==> src/rtl/hazard_controller.sv <==
// Hazard and sequencing controller: forwarding, load-use and branch flush, plus mul/div hold with watchdog.
// Optional performance counters are built only when HAZARD_PERF_CNT_EN is defined.
module hazard_controller #(
  parameter int MD_TIMEOUT = 64
) (
  input  logic        clock,
  input  logic        reset,
  input  logic [4:0]  Rs1D,
  input  logic [4:0]  Rs2D,
  input  logic [4:0]  Rs1E,
  input  logic [4:0]  Rs2E,
  input  logic [4:0]  RdE,
  input  logic [4:0]  RdM,
  input  logic [4:0]  RdW,
  input  logic        RegWriteM,
  input  logic        RegWriteW,
  input  logic        ResultSrcE0,
  input  logic        PCSrcE,
  input  logic        MulDivStartE,
  input  logic        MulDivDoneE,
  output logic [1:0]  ForwardAE,
  output logic [1:0]  ForwardBE,
  output logic        StallF,
  output logic        StallD,
  output logic        StallE,
  output logic        FlushD,
  output logic        FlushE,
  output logic        FlushM,
  output logic        MdBusy,
  output logic        MdTimeout,
  output logic [31:0] StallCount,
  output logic [31:0] FlushCount
);
  // state   | meaning
  // IDLE    | no multi-cycle op held in E
  // MD_WAIT | mul/div op held in E, waiting for done or watchdog

  localparam int CW = $clog2(MD_TIMEOUT);
  localparam logic [CW-1:0] CNT_LAST = CW'(MD_TIMEOUT - 1);

  typedef enum logic {IDLE, MD_WAIT} state_t;

  state_t        state;
  logic [CW-1:0] cnt;
  logic          timeout_hit;
  logic          lw_stall;
  logic          md_stall;

  always_comb begin
    ForwardAE = 2'b00;
    if (RegWriteM && RdM != 5'd0 && Rs1E == RdM)      ForwardAE = 2'b10;
    else if (RegWriteW && RdW != 5'd0 && Rs1E == RdW) ForwardAE = 2'b01;
    ForwardBE = 2'b00;
    if (RegWriteM && RdM != 5'd0 && Rs2E == RdM)      ForwardBE = 2'b10;
    else if (RegWriteW && RdW != 5'd0 && Rs2E == RdW) ForwardBE = 2'b01;
  end

  assign lw_stall    = ResultSrcE0 && RdE != 5'd0 && (Rs1D == RdE || Rs2D == RdE);
  assign timeout_hit = (state == MD_WAIT) && (cnt == CNT_LAST);
  assign md_stall    = (state == IDLE && MulDivStartE) ||
                       (state == MD_WAIT && !MulDivDoneE && !timeout_hit);

  always_comb begin
    StallF = lw_stall;
    StallD = lw_stall;
    StallE = 1'b0;
    FlushD = PCSrcE;
    FlushE = lw_stall | PCSrcE;
    FlushM = 1'b0;
    // A held mul/div op owns the pipe: branch and load-use wait until release
    if (md_stall) begin
      StallF = 1'b1;
      StallD = 1'b1;
      StallE = 1'b1;
      FlushD = 1'b0;
      FlushE = 1'b0;
      FlushM = 1'b1;
    end
  end

  assign MdBusy    = (state == MD_WAIT);
  assign MdTimeout = timeout_hit && !MulDivDoneE;

  always_ff @(posedge clock) begin
    if (reset) begin
      state <= IDLE;
      cnt   <= '0;
    end else begin
      case (state)
        IDLE: begin
          cnt <= '0;
          if (MulDivStartE) state <= MD_WAIT;
        end
        MD_WAIT: begin
          if (MulDivDoneE || timeout_hit) begin
            state <= IDLE;
            cnt   <= '0;
          end else begin
            cnt <= cnt + CW'(1);
          end
        end
        default: begin
          state <= IDLE;
          cnt   <= '0;
        end
      endcase
    end
  end

`ifdef HAZARD_PERF_CNT_EN
  logic [31:0] stall_cnt;
  logic [31:0] flush_cnt;

  always_ff @(posedge clock) begin
    if (reset) begin
      stall_cnt <= '0;
      flush_cnt <= '0;
    end else begin
      if (StallD) stall_cnt <= stall_cnt + 32'd1;
      if (FlushD) flush_cnt <= flush_cnt + 32'd1;
    end
  end

  assign StallCount = stall_cnt;
  assign FlushCount = flush_cnt;
`else
  assign StallCount = 32'd0;
  assign FlushCount = 32'd0;
`endif

endmodule

==> config.mk <==
export PLATFORM = sky130hd
export DESIGN_NAME = hazard_controller
export DESIGN_NICKNAME = d
export VERILOG_FILES = /design/src/rtl/hazard_controller.sv
export SDC_FILE = /design/constraint.sdc
export NUM_CORES = 1
export LEC_CHECK = 0
export ABC_AREA = 1
export BUFFER_PORTS_ARGS = -buffer_cell sky130_fd_sc_hd__buf_4
export CORE_ASPECT_RATIO = 0.6
export CORE_MARGIN = 10
export CORE_UTILIZATION = 42
export CTS_BUF_LIST = sky130_fd_sc_hd__clkbuf_8
export CTS_CLUSTER_DIAMETER = 150
export CTS_CLUSTER_SIZE = 16
export DETAILED_ROUTE_END_ITERATION = 12
export HOLD_SLACK_MARGIN = 0.12
export PLACE_DENSITY = 0.94
export SYNTH_ARGS = -nofsm -noshare
export SYNTH_HDL_FRONTEND = slang
export SYNTH_SLANG_ARGS = --single-unit
==> constraint.sdc <==
create_clock -name clock -period 2.3 [get_ports clock]
set_input_delay 0.115 -clock clock [delete_from_list [all_inputs] [get_ports clock]]
set_output_delay 0.115 -clock clock [all_outputs]
set_load 0.1 [all_outputs]
==> flow_results.xml, run 1 <==
<?xml version="1.0" encoding="UTF-8"?>
<metrics>
  <group name="outcome">
    <metric name="run_status" unit="">finished clean</metric>
  </group>
  <group name="synthesis">
    <metric name="synth-compound-area-share" unit="%">3.07</metric>
    <metric name="yosys.area_share.xor_xnor" unit="%">16.1</metric>
    <metric name="yosys-mux-area-fraction" unit="%">0</metric>
    <metric name="synth-simple-area-share" unit="%">25.0</metric>
    <metric name="syn-cell-area" unit="um^2">1300</metric>
    <metric name="seq_area_frac_synth" unit="%">10.7</metric>
    <metric name="syn_avg_cell_area" unit="um^2">6.55</metric>
    <metric name="syn-instance-count" unit="">199</metric>
    <metric name="synth_adder_area_share" unit="%">0.960</metric>
    <metric name="synth.yosys.warnings" unit="">0</metric>
    <metric name="combinational_family_with_the_most_area_after_synthesis" unit="">buffers and inverters</metric>
    <metric name="synth_cell_types" unit="">20</metric>
    <metric name="synth.ff_latch_count" unit="">7</metric>
  </group>
  <group name="placed_design">
    <metric name="post_placement_cell_area" unit="um^2">1520</metric>
    <metric name="hpwl_reported_at_the_end_of_detailed_placement" unit="um">3640</metric>
    <metric name="io_buffers" unit="">54</metric>
    <metric name="gpl.final_weighted_congestion" unit="">0.979</metric>
  </group>
  <group name="floorplan">
    <metric name="initial_utilization" unit="%">44.5</metric>
    <metric name="die_height" unit="um">63.2</metric>
    <metric name="dieWidth" unit="um">91.9</metric>
    <metric name="pin_count" unit="">119</metric>
    <metric name="die-area" unit="um^2">5810</metric>
    <metric name="floorplan.core_area" unit="um^2">2930</metric>
    <metric name="core.rowCount" unit="">15</metric>
  </group>
  <group name="layout">
    <metric name="most_common_cell_after_layout_fill_and_taps_aside" unit="">conb_1</metric>
    <metric name="multi_input_gate_area" unit="um^2">842</metric>
    <metric name="antenna_diode_count" unit="">0</metric>
    <metric name="utilization" unit="%">53.7</metric>
    <metric name="layout.filler_cells" unit="">280</metric>
    <metric name="drive_above_1_share" unit="%">25.9</metric>
    <metric name="areaGrowthSynthToFinish" unit="%">20.5</metric>
    <metric name="fin_area" unit="um^2">1570</metric>
    <metric name="final_cell_mix" unit="">conb_1 (64), buf_4 (54), nand2_1 (34)</metric>
    <metric name="layout.area.seq" unit="um^2">141</metric>
    <metric name="num-nets-final" unit="">300</metric>
  </group>
  <group name="route">
    <metric name="drt_first_pass_iters" unit="">4</metric>
    <metric name="routed_via_density" unit="">3.94</metric>
    <metric name="first_iter_violations" unit="">104</metric>
    <metric name="postRouteWirelength" unit="um">3910</metric>
    <metric name="remaining_drc_errors" unit="">0</metric>
    <metric name="avgRoutedWirePerCell" unit="um">13.2</metric>
    <metric name="route.vias.total" unit="">1170</metric>
    <metric name="final_antenna_net_count" unit="">0</metric>
  </group>
  <group name="timing">
    <metric name="achievable-frequency" unit="GHz">0.519</metric>
    <metric name="layout_min_cycle_time" unit="ns">1.93</metric>
    <metric name="timing.final.hold_violations" unit="">0</metric>
    <metric name="fin_crit_sh" unit="%">83.8</metric>
    <metric name="setup_violations" unit="">0</metric>
    <metric name="grt_setup_unrepaired" unit="">false</metric>
    <metric name="fin_worst_skew" unit="ns">0.00228</metric>
    <metric name="finalMaxSlewViolations" unit="">0</metric>
  </group>
  <group name="power">
    <metric name="powerDensity" unit="nW/um^2">658</metric>
    <metric name="power.total" unit="mW">1.03</metric>
    <metric name="vdd_drop_max" unit="mV">0.300</metric>
    <metric name="cellLeakagePower" unit="nW">0.898</metric>
  </group>
  <group name="worst_setup_path">
    <metric name="worst_ep_arrival_time" unit="ns">1.81</metric>
    <metric name="capturing_element_type_of_the_critical_path" unit="">output pin</metric>
    <metric name="critical_path_required" unit="ns">2.18</metric>
    <metric name="path_max_fanout" unit="">5</metric>
    <metric name="crit-reg2reg-capture" unit="">cnt[4]</metric>
    <metric name="rrSetupSlack" unit="ns">0.89</metric>
    <metric name="r2r_start" unit="">cnt[0]</metric>
    <metric name="timing.setup.critical_path_class" unit="">reg -&gt; out</metric>
    <metric name="startpoint_type" unit="">flip-flop</metric>
    <metric name="r2r_cells" unit="">6</metric>
  </group>
  <group name="global_route">
    <metric name="largest_net_degree_at_the_start_of_global_routing" unit="">7</metric>
    <metric name="grt_overflow_total" unit="">0</metric>
    <metric name="grt_antenna_before_repair" unit="">0</metric>
    <metric name="total_routing_resource_utilization_after_global_routing" unit="%">12.3</metric>
    <metric name="grt_pass1_vias" unit="">1273</metric>
    <metric name="grt_first_pass_wirelength" unit="um">5920</metric>
  </group>
  <group name="clock_tree">
    <metric name="cts_hold_buffers" unit="">1</metric>
    <metric name="post-cts-setup-buffer-count" unit="">0</metric>
    <metric name="clock_sinks" unit="">7</metric>
    <metric name="cts_buffer_depth" unit="">2</metric>
    <metric name="htreeDepth" unit="">1</metric>
    <metric name="postCtsResizedCells" unit="">0</metric>
    <metric name="clock_root_cell" unit="">clkbuf_8</metric>
    <metric name="clkSlewWorstSetupHoldPaths" unit="ns">0.04</metric>
    <metric name="numCtsBuffers" unit="">3</metric>
    <metric name="worstSkewPairLatency" unit="ns">0.22</metric>
    <metric name="tritoncts" unit="">yes</metric>
  </group>
  <group name="min_path">
    <metric name="hp-start" unit="">MulDivDoneE</metric>
    <metric name="min_to" unit="">MdBusy</metric>
    <metric name="hold_depth" unit="">4</metric>
    <metric name="hold_path_class" unit="">in -&gt; reg</metric>
  </group>
  <group name="flow_run">
    <metric name="cap_violations" unit="">0</metric>
  </group>
</metrics>
-- logic make-up (layout without fill, tap and decap cells) --
family,Yosys count,in the layout
flip-flops,7,7
buffers and inverters,86,79
XOR/XNOR,24,24
AO/OA/AOI/OAI,5,5
adder cells (fa/ha/maj),1,1
other,1,64
AND/OR/NAND/NOR,75,75
-- power breakdown --
group / switching, mW / internal (mW) / total, mW / leakage, nW
clock network: 0.0497 / 0.115 / 0.165 / 0.0269
logic: 0.639 / 0.105 / 0.744 / 0.814
registers: 0.00205 / 0.124 / 0.126 / 0.0570
-- worst max path at each step --
stage,startpoint,endpoint,slack [ns],depth (start not counted)
global placement,cnt[0],FlushE,0.73,8
floorplan,RdM[1],ForwardAE[0],-0.29,4
finish,cnt[0],FlushE,0.37,8
global route,cnt[0],FlushE,0.25,8
detailed placement,cnt[0],FlushE,0.62,8
CTS,cnt[0],FlushE,0.37,8
-- through the flow --
stage / worst slack (ns) / instances / hold slack [ns] / TNS (ns)
after floorplan: -0.295 / 262 / 0.180 / -0.589
after global placement: 0.725 / 292 / 0.277 / 0
after detailed placement: 0.617 / 292 / 0.280 / 0
after CTS: 0.372 / 297 / 0.318 / 0
after global routing: 0.252 / 297 / 0.331 / 0
final: 0.372 / 297 / 0.324 / 0
-- cell type report --
cell class	instances	area share, %
Multi-Input combinational cell	169	53.6
Timing Repair Buffer	55	26.4
Sequential cell	7	9.00
Inverter	20	4.78
Tap cell	42	3.34
Clock buffer	3	2.63
Clock inverter	1	0.239
-- Yosys cell counts, drive strengths merged --
cell type,count,area share (%)
buf,66,38
nand2,34,9.8
nor2,24,7.7
inv,20,5.8
xnor2,16,11
nand3,9,3.8
xor2,8,5.4
dfxtp,7,11
nor3,4,1.5
o21ai,3,1.2
nor3b,2,1.2
a21oi,1,1.2
a31o,1,0.67
conb,1,0.29
ha,1,0.96
nand3b,1,0.58
nand4,1,0.48
-- state kept, by name, summed over array words and instances (netlist names) --
signal  cells
MdBusy      1
cnt         6
-- routing by layer --
metal | up-vias | part of all wire [%] | GRT usage (%)
met5 | - | 0 | 0
met4 | 0 | 0.84 | 3.45
met3 | 4 | 7.3 | 3.66
met2 | 72 | 54 | 24.2
met1 | 504 | 38 | 12.2
li1 | 590 | - | -
-- critical path, cell delays in order (launching register included) --
cell and delay (ns):
dfxtp_1 0.36, ha_1 0.21, nand2_1 0.09, nor2_2 0.15, nand3_2 0.13, a21oi_4 0.20, nand3_1 0.10, nand2_1 0.07
buf_4 0.28
Note: power is estimated with default switching activity, not from simulation.
==> run 2: changes to the inputs <==
Settings changed: CORE_UTILIZATION 42 to 35, PLACE_DENSITY 0.94 to 0.84.
Clock period 2.3 ns to 1.7 ns, I/O delays scaled along.
==> run 2 against run 1 <==
The run now ends with negative setup slack left. Clock-buffer cell count unchanged. Global-route usage down 2.2 points. Combinational power increased by 40%.
==> flow_results.xml, run 2 (synthesis gave the netlist of run 1 again) <==
<?xml version="1.0" encoding="UTF-8"?>
<metrics>
  <group name="layout">
    <metric name="antenna_diode_count" unit="">0</metric>
    <metric name="layout.cells.non_filler" unit="">310</metric>
    <metric name="registers.top_by_ff_count" unit="">cnt</metric>
    <metric name="utilization" unit="%">48.4</metric>
    <metric name="num-nets-final" unit="">308</metric>
    <metric name="largest_reg_flops" unit="">6</metric>
    <metric name="most_common_cell_after_layout_fill_and_taps_aside" unit="">conb_1</metric>
    <metric name="drive_above_1_share" unit="%">31.9</metric>
    <metric name="fin_area" unit="um^2">1760</metric>
    <metric name="final_cell_mix" unit="">conb_1 (64), buf_4 (57), nand2_1 (31)</metric>
    <metric name="areaGrowthSynthToFinish" unit="%">35.1</metric>
  </group>
  <group name="power">
    <metric name="cellLeakagePower" unit="nW">0.967</metric>
    <metric name="powerDensity" unit="nW/um^2">818</metric>
    <metric name="vdd_drop_max" unit="mV">0.520</metric>
  </group>
  <group name="route">
    <metric name="drt_first_pass_iters" unit="">4</metric>
    <metric name="final_antenna_net_count" unit="">0</metric>
    <metric name="first_iter_violations" unit="">28</metric>
    <metric name="routed_via_density" unit="">3.72</metric>
    <metric name="remaining_drc_errors" unit="">0</metric>
    <metric name="route.vias.total" unit="">1152</metric>
    <metric name="avgRoutedWirePerCell" unit="um">12.2</metric>
    <metric name="postRouteWirelength" unit="um">3790</metric>
  </group>
  <group name="floorplan">
    <metric name="dieWidth" unit="um">98.8</metric>
    <metric name="initial_utilization" unit="%">35.8</metric>
    <metric name="die_height" unit="um">67.3</metric>
    <metric name="floorplan.core_area" unit="um^2">3640</metric>
    <metric name="die-area" unit="um^2">6650</metric>
    <metric name="pin_count" unit="">119</metric>
    <metric name="core.rowCount" unit="">17</metric>
  </group>
  <group name="timing">
    <metric name="setup_violations" unit="">4</metric>
    <metric name="timing.final.hold_violations" unit="">0</metric>
    <metric name="post-route-worst-setup-slack" unit="ns">-0.0566</metric>
    <metric name="layout_min_cycle_time" unit="ns">1.76</metric>
    <metric name="tightest_hold_margin" unit="ns">0.323</metric>
    <metric name="grt_setup_unrepaired" unit="">true</metric>
    <metric name="achievable-frequency" unit="GHz">0.569</metric>
    <metric name="finalMaxSlewViolations" unit="">0</metric>
    <metric name="fin_worst_skew" unit="ns">0.000982</metric>
    <metric name="fin_crit_sh" unit="%">103</metric>
  </group>
  <group name="global_route">
    <metric name="grt_overflow_total" unit="">0</metric>
    <metric name="grt_pass1_vias" unit="">1229</metric>
    <metric name="total_routing_resource_utilization_after_global_routing" unit="%">10.1</metric>
    <metric name="largest_net_degree_at_the_start_of_global_routing" unit="">7</metric>
    <metric name="grt_first_pass_wirelength" unit="um">5580</metric>
    <metric name="grt_antenna_before_repair" unit="">0</metric>
  </group>
  <group name="worst_setup_path">
    <metric name="capturing_element_type_of_the_critical_path" unit="">output pin</metric>
    <metric name="r2r_cells" unit="">7</metric>
    <metric name="crit-reg2reg-capture" unit="">cnt[2]</metric>
    <metric name="startpoint_type" unit="">flip-flop</metric>
    <metric name="path_max_fanout" unit="">5</metric>
    <metric name="timing.setup.critical_path_class" unit="">reg -&gt; out</metric>
    <metric name="rrSetupSlack" unit="ns">0.33</metric>
    <metric name="r2r_start" unit="">cnt[1]</metric>
    <metric name="critical_path_required" unit="ns">1.62</metric>
    <metric name="worst_ep_arrival_time" unit="ns">1.67</metric>
  </group>
  <group name="clock_tree">
    <metric name="clock_sinks" unit="">7</metric>
    <metric name="cts_buffer_depth" unit="">2</metric>
    <metric name="clock_root_cell" unit="">clkbuf_8</metric>
    <metric name="htreeDepth" unit="">1</metric>
    <metric name="clkSlewWorstSetupHoldPaths" unit="ns">0.04</metric>
    <metric name="worstSkewPairLatency" unit="ns">0.23</metric>
    <metric name="numCtsBuffers" unit="">3</metric>
    <metric name="tritoncts" unit="">yes</metric>
  </group>
  <group name="placed_design">
    <metric name="gpl.final_weighted_congestion" unit="">0.834</metric>
    <metric name="post-place-cells" unit="">299</metric>
    <metric name="io_buffers" unit="">54</metric>
    <metric name="hpwl_reported_at_the_end_of_detailed_placement" unit="um">3360</metric>
    <metric name="post_placement_cell_area" unit="um^2">1600</metric>
    <metric name="pre_cts_slack" unit="ns">0.0799</metric>
  </group>
  <group name="min_path">
    <metric name="hold_depth" unit="">4</metric>
    <metric name="min_to" unit="">cnt[0]</metric>
    <metric name="hp-start" unit="">MulDivDoneE</metric>
    <metric name="hold_path_class" unit="">in -&gt; reg</metric>
  </group>
  <group name="outcome">
    <metric name="violations" unit="">negative setup slack</metric>
    <metric name="run_status" unit="">complete, but fails checks</metric>
  </group>
  <group name="flow_run">
    <metric name="cap_violations" unit="">0</metric>
  </group>
</metrics>
run 2: cell count changes in the layout (fill, tap and decap cells not counted), sizes merged:
| cell | change |
|---|---|
| buf | +8 |
| clkinvlp | +2 |
| inv | -2 |
run 2: area by class of cell:
class                           count  area [um^2]
Clock buffer                        3         41.3
Clock inverter                      1         3.75
Multi-Input combinational cell    169          900
Inverter                           20         82.6
Tap cell                           47         58.8
Fill cell                         360         1880
Sequential cell                     7          146
Timing Repair Buffer               63          529
run 2: per-layer routing:
metal  share of wire (%)  track usage [%]  up-vias
met1                  39             10.9      494
met2                  53             19.0       53
met3                 6.6             2.95        7
li1                    -                -      598
met5                   0                0        -
met4                 1.4             3.20        0
run 2: worst max path at each step:
stage,startpoint,to,slack [ns]
floorplan,cnt[1],StallE,-0.20
finish,cnt[1],FlushM,-0.06
CTS,cnt[1],StallE,-0.02
global route,cnt[1],FlushM,-0.13
detailed placement,cnt[1],FlushE,0.08
global placement,cnt[1],FlushE,0.15
run 2: critical path: stages (launching register included):
cell and delay (ns):
dfxtp_2 0.35, ha_4 0.15, nand2_4 0.05, nor2_4 0.10
nand3_2 0.10, a21oi_4 0.23, buf_6 0.13, clkinvlp_4 0.12
buf_12 0.19
run 2: timing repair:
action,4_1_cts,5_1_grt
setup endpoints to repair,4,4
endpoints found under the hold margin,1,0
buffers inserted,4,2
gates resized for setup,15,0
pin swaps,2,2
gates cloned,0,0
hold buffers,1,0
run 2: report_power, final:
group	switching, mW	internal [mW]
registers	0.00317	0.168
clock network	0.0697	0.156
logic	0.870	0.175
run 2: metrics by stage:
step | power [mW] | TNS, ns
final | 1.44 | -0.182
after global routing | 1.50 | -0.508
after CTS | 1.43 | -0.0377
after detailed placement | 1.18 | 0
after global placement | 1.17 | 0
after floorplan | 1.16 | -0.303
